$ cat src/rtl/boot_cfg_loader.sv
// Boot config loader: reads config bytes from SRAM, then releases the core.
// BOOT_CFG_CHECKSUM_EN adds a checksum byte read and a CHECK state.
module boot_cfg_loader #(
  parameter int          NUM_BYTES   = 2,
  parameter logic [18:0] BASE_ADDR   = 19'h08FD5,
  parameter int          WAIT_CYCLES = 2,
  parameter logic [8*NUM_BYTES-1:0] DEFAULT_CFG = '0
) (
  input  logic                   clk_sys,
  input  logic                   reset_n,
  input  logic                   reload,
  input  logic [7:0]             sram_data_i,
  input  logic [18:0]            core_sram_addr,
  input  logic                   core_sram_we,
  output logic [18:0]            sram_addr,
  output logic                   sram_we,
  output logic [8*NUM_BYTES-1:0] cfg_out,
  output logic                   cfg_valid,
  output logic                   cfg_err,
  output logic                   core_reset_n
);
  localparam int         CW   = 8*NUM_BYTES;
  localparam logic [3:0] WC   = 4'(WAIT_CYCLES);
  localparam logic [2:0] LAST = 3'(NUM_BYTES-1);

`ifdef BOOT_CFG_CHECKSUM_EN
  typedef enum logic [1:0] {
    S_WAIT, S_CAPTURE, S_DONE, S_CHECK
  } state_t;
`else
  typedef enum logic [1:0] {
    S_WAIT, S_CAPTURE, S_DONE
  } state_t;
`endif

  state_t        state_q, state_d;
  logic [2:0]    idx_q, idx_d;
  logic [3:0]    cnt_q, cnt_d;
  logic [CW-1:0] shadow_q, shadow_d;
  logic [CW-1:0] cfg_new;
  logic [18:0]   rd_off;
  logic          cap;
  logic          load_done;

`ifdef BOOT_CFG_CHECKSUM_EN
  logic       ck_q, ck_d;
  logic       cap_ck;
  logic [7:0] ck_byte_q;
  logic [7:0] sum;
  logic       err_new;

  always_comb begin
    sum = 8'hA5;
    for (int i = 0; i < NUM_BYTES; i++)
      sum = sum ^ shadow_q[8*i +: 8];
  end

  assign err_new = (sum != ck_byte_q);
  assign cfg_new = err_new ? DEFAULT_CFG : shadow_q;
  assign rd_off  = ck_q ? 19'(NUM_BYTES)
                        : {16'd0, idx_q};

  always_ff @(posedge clk_sys or negedge reset_n) begin
    if (!reset_n) begin
      ck_q      <= 1'b0;
      ck_byte_q <= 8'h00;
      cfg_err   <= 1'b0;
    end else begin
      ck_q <= ck_d;
      if (cap_ck) ck_byte_q <= sram_data_i;
      if (load_done) cfg_err <= err_new;
    end
  end
`else
  assign cfg_new = shadow_d;
  assign rd_off  = {16'd0, idx_q};
  assign cfg_err = 1'b0;
`endif

  always_comb begin
    shadow_d = shadow_q;
    for (int i = 0; i < NUM_BYTES; i++)
      if (cap && idx_q == 3'(i))
        shadow_d[8*i +: 8] = sram_data_i;
  end

  always_comb begin
    state_d   = state_q;
    idx_d     = idx_q;
    cnt_d     = cnt_q;
    cap       = 1'b0;
    load_done = 1'b0;
`ifdef BOOT_CFG_CHECKSUM_EN
    ck_d   = ck_q;
    cap_ck = 1'b0;
`endif
    unique case (state_q)
      S_WAIT: begin
        if (cnt_q <= 4'd1) state_d = S_CAPTURE;
        else cnt_d = cnt_q - 4'd1;
      end
      S_CAPTURE: begin
        state_d = S_WAIT;
        cnt_d   = WC;
`ifdef BOOT_CFG_CHECKSUM_EN
        if (ck_q) begin
          cap_ck  = 1'b1;
          state_d = S_CHECK;
        end else begin
          cap = 1'b1;
          if (idx_q == LAST) ck_d = 1'b1;
          else idx_d = idx_q + 3'd1;
        end
`else
        cap = 1'b1;
        if (idx_q == LAST) begin
          state_d   = S_DONE;
          load_done = 1'b1;
        end else begin
          idx_d = idx_q + 3'd1;
        end
`endif
      end
`ifdef BOOT_CFG_CHECKSUM_EN
      S_CHECK: begin
        state_d   = S_DONE;
        load_done = 1'b1;
      end
`endif
      S_DONE: begin
        if (reload) begin
          state_d = S_WAIT;
          idx_d   = 3'd0;
          cnt_d   = WC;
`ifdef BOOT_CFG_CHECKSUM_EN
          ck_d = 1'b0;
`endif
        end
      end
      default: state_d = S_WAIT;
    endcase
  end

  always_ff @(posedge clk_sys or negedge reset_n) begin
    if (!reset_n) begin
      state_q      <= S_WAIT;
      idx_q        <= 3'd0;
      cnt_q        <= WC;
      shadow_q     <= '0;
      cfg_out      <= DEFAULT_CFG;
      cfg_valid    <= 1'b0;
      core_reset_n <= 1'b0;
    end else begin
      state_q      <= state_d;
      idx_q        <= idx_d;
      cnt_q        <= cnt_d;
      shadow_q     <= shadow_d;
      core_reset_n <= (state_q == S_DONE) && !reload;
      if (load_done) begin
        cfg_out   <= cfg_new;
        cfg_valid <= 1'b1;
      end else if (state_q == S_DONE && reload) begin
        cfg_valid <= 1'b0;
      end
    end
  end

  // SRAM belongs to the core only once the config is loaded
  assign sram_addr = (state_q == S_DONE) ? core_sram_addr
                                         : BASE_ADDR + rd_off;
  assign sram_we   = (state_q == S_DONE) && core_sram_we;

endmodule
$ cat config.mk
export PLATFORM = sky130hd
export DESIGN_NAME = boot_cfg_loader
export DESIGN_NICKNAME = d
export VERILOG_FILES = /design/src/rtl/boot_cfg_loader.sv
export SDC_FILE = /design/constraint.sdc
export NUM_CORES = 1
export LEC_CHECK = 0
export CAP_MARGIN = 10
export CORE_MARGIN = 1
export CORE_UTILIZATION = 43
export CTS_CLUSTER_DIAMETER = 40
export DETAILED_ROUTE_END_ITERATION = 16
export PLACE_DENSITY = 0.79
export SKIP_LAST_GASP = 1
export SLEW_MARGIN = 30
export SYNTH_ARGS = -nofsm -noshare
export SYNTH_HDL_FRONTEND = slang
export SYNTH_SLANG_ARGS = --single-unit
$ cat constraint.sdc
create_clock -name clk_sys -period 2.21 [get_ports clk_sys]
set_clock_uncertainty 0.2 [all_clocks]
set_input_delay 0.442 -clock clk_sys [delete_from_list [all_inputs] [get_ports clk_sys]]
set_output_delay 0.442 -clock clk_sys [all_outputs]
set_load 0.05 [all_outputs]
==> results of run 1 <==
sequential cells by signal (all words and copies together), names as in the netlist:
| name | count |
|---|---|
| cnt_q | 4 |
| cfg_valid | 1 |
| cfg_out | 16 |
| state_q | 2 |
| shadow_q | 8 |
| idx_q | 3 |
| core_reset_n | 1 |
synthesized netlist by cell type, drive strengths merged (2+ instances only):
cell type	n	area share, %
nand2	61	13
dfrtp	34	48
o21ai	12	3.4
mux2	9	5.7
and2	8	2.8
buf	8	2.9
ha	8	5.6
inv	8	1.7
nand2b	8	2.8
a21oi	6	1.7
nor3	4	1.1
clkbuf	3	0.63
nand3	3	0.84
o22a	3	1.5
nand3b	2	1.5
nor2	2	0.42
layout make-up:
type	instances	area [um2]
tap	50	62.6
inverter	8	30.0
clock inverter	2	60.1
timing repair buffer	74	856
fill	303	1200
multi-input combinational	137	837
clock buffer	6	72.6
sequential	35	878
metrics by stage:
| stage | cells | instance area (um2) | power [uW] | TNS (ns) |
|---|---|---|---|---|
| 4_1_cts | 311 | 2750 | 4950 | -0.00341 |
| 5_1_grt | 312 | 2800 | 5290 | 0 |
| 3_3_place_gp | 303 | 2620 | 4180 | 0 |
| 6_report | 312 | 2800 | 5000 | 0 |
| 2_1_floorplan | 191 | 1790 | 3140 | -0.492 |
| 3_5_place_dp | 303 | 2620 | 4240 | 0 |
worst max-delay path, stage by stage, from the launching register on:
cell       delay [ns]
dfrtp_1          0.40
inv_2            0.08
ha_4             0.18
clkbuf_16        0.17
o21ai_1          0.21
buf_12           0.17
final timing paths:
kind                             start      endpoint  slack (ns)  cells after the start
max in group asynchronous      reset_n      cnt_q[1]        1.12                      2
min                        cfg_out[15]   cfg_out[15]        0.27                      2
min reg2reg                cfg_out[15]   cfg_out[15]        0.27                      2
min in group asynchronous      reset_n   cfg_out[14]        0.36                      2
max reg2reg                 state_q[1]    cfg_out[0]        0.32                      6
max                         state_q[0]  sram_addr[0]        0.07                      5
power by group through the flow:
stage               sequential (uW)  combinational, uW  clock [uW]
floorplan                      1660               1480           0
global placement               1140               3040           0
detailed placement             1150               3090           0
CTS                            1140               3110         694
global route                   1190               3380         718
finish                         1150               3180         678
cells by family after synthesis:
logic type,after synthesis,synth area share (%)
other cells,1,0.210
buf+inv,19,5.20
xor+xnor,1,0.492
flops,35,49.2
fa+ha+maj,8,5.62
simple gates,92,24.7
compound gates,25,8.29
mux,10,6.25
routing by layer:
metal,wire length (um),share of wire [%],global-route usage (%)
met4,55,1.4,6.91
met2,2040,50,31.4
met5,0,0,0
met1,1760,43,22.9
met3,190,4.7,6.03
what timing repair did:
item	4_1_cts	5_1_grt
resized for setup	0	6
setup endpoints to repair	2	6
gates cloned	0	1
==> out/results.ini, run 1 <==
[floorplan]
dieArea_mm2 = 0.00440
row_count = 23
start_util_pct = 44.5
core-area_mm2 = 0.00400
die_h_um = 66.4
pin_count = 70
die_x_um = 66.4

[power_and_ir_drop]
p_leak_uw = 0.00127
p_clk_share_pct = 13.5
p_int_uw = 2700
p_sw_uw = 2300
p_comb_share_pct = 63.5
swShare_pct = 46.0
pwr-share-seq_pct = 23.0
vdd_ir_drop_max_mv = 0.895
p_per_area_mw_per_mm2 = 1790

[sta]
setup_violations = 0
hold_viol_final = 0
slew_violations = 0
fmax_mhz = 468
relSlewSlack_pct = 65.2
fin_ws_ns = 0.0738
worst-slew-pin-transition_ns = 0.520
timing.hold.ws_ns = 0.272
period_share_pct = 96.7
rsz0062_at_grt = no
fin_crit_ns = 2.14

[grt]
grt_max_degree = 36
grt_pass1_vias = 1341
gr-total-overflow = 0
grt_pass1_wl_mm = 6.13
grt_antenna_before_repair = 0
grt_usage_pct = 18.9

[setup_path]
crit_required_ns = 1.57
crit_fanout = 15
cp-start-kind = flip-flop
endpoint_kind = output pin
crit_type = reg2out
arrival_ns = 1.49

[synthesis]
synth-seq-cells = 35
synth_edf_count = 0
yosys_warnings = 0
syn_area_mm2 = 0.00178
async_reset_ff_share_pct = 100
yosysSeqAreaShare_pct = 49.2
yosys.cell_types.count = 34
synth_area_per_cell_um2 = 9.33
synth_flop_cell = dfrtp_1
synthCells = 191
syn_nets = 230

[final_layout]
antenna_cells = 0
final_cell_mix = 61 x nand2_1, 48 x clkdlybuf4s50_1, 33 x dfrtp_1
layout-drive-gt1-share_pct = 19.8
post-route-util_pct = 69.9
area_growth_syn_to_layout_pct = 57.0
final_common_cell = nand2_1
nets = 300

[routing]
drc_errors = 0
via_count = 1545
antenna_left = 0
viasPerCell = 4.95
firstDrtPassIters = 4
drtIter0Drc = 72
wl_mm = 4.04
wire_per_inst_um = 13.0

[cts]
cts.clk_slew.worst_paths_ns = 0.07
cts_root_buf = clkbuf_8
tritoncts = built
insertion_delay_ns = 0.29
postCtsHoldBufs = 0
cts_sinks = 35
numCtsBuffers = 5
post_cts_buffers = 0
cts_buffer_depth = 2
htree_levels = 2

[placement]
place_congestion = 0.826
io_buffers = 68
dpl.hpwl_mm = 2.72
dpl_worst_slack_ns = 0.219

[status]
status = completed

[run]
drv_cap = 0

[min_path]
hold_class = reg2reg

No activity file was read; power rests on OpenSTA's default activity.
==> inputs of run 2 (changes only) <==
--- a/config.mk
+++ b/config.mk
@@ -9,6 +9,7 @@
 export CORE_MARGIN = 1
 export CORE_UTILIZATION = 43
 export CTS_CLUSTER_DIAMETER = 40
+export CTS_CLUSTER_SIZE = 8
 export DETAILED_ROUTE_END_ITERATION = 16
 export PLACE_DENSITY = 0.79
 export SKIP_LAST_GASP = 1
==> results of run 2 <==
Final layout, timing and power as in run 1 (identical DEF).
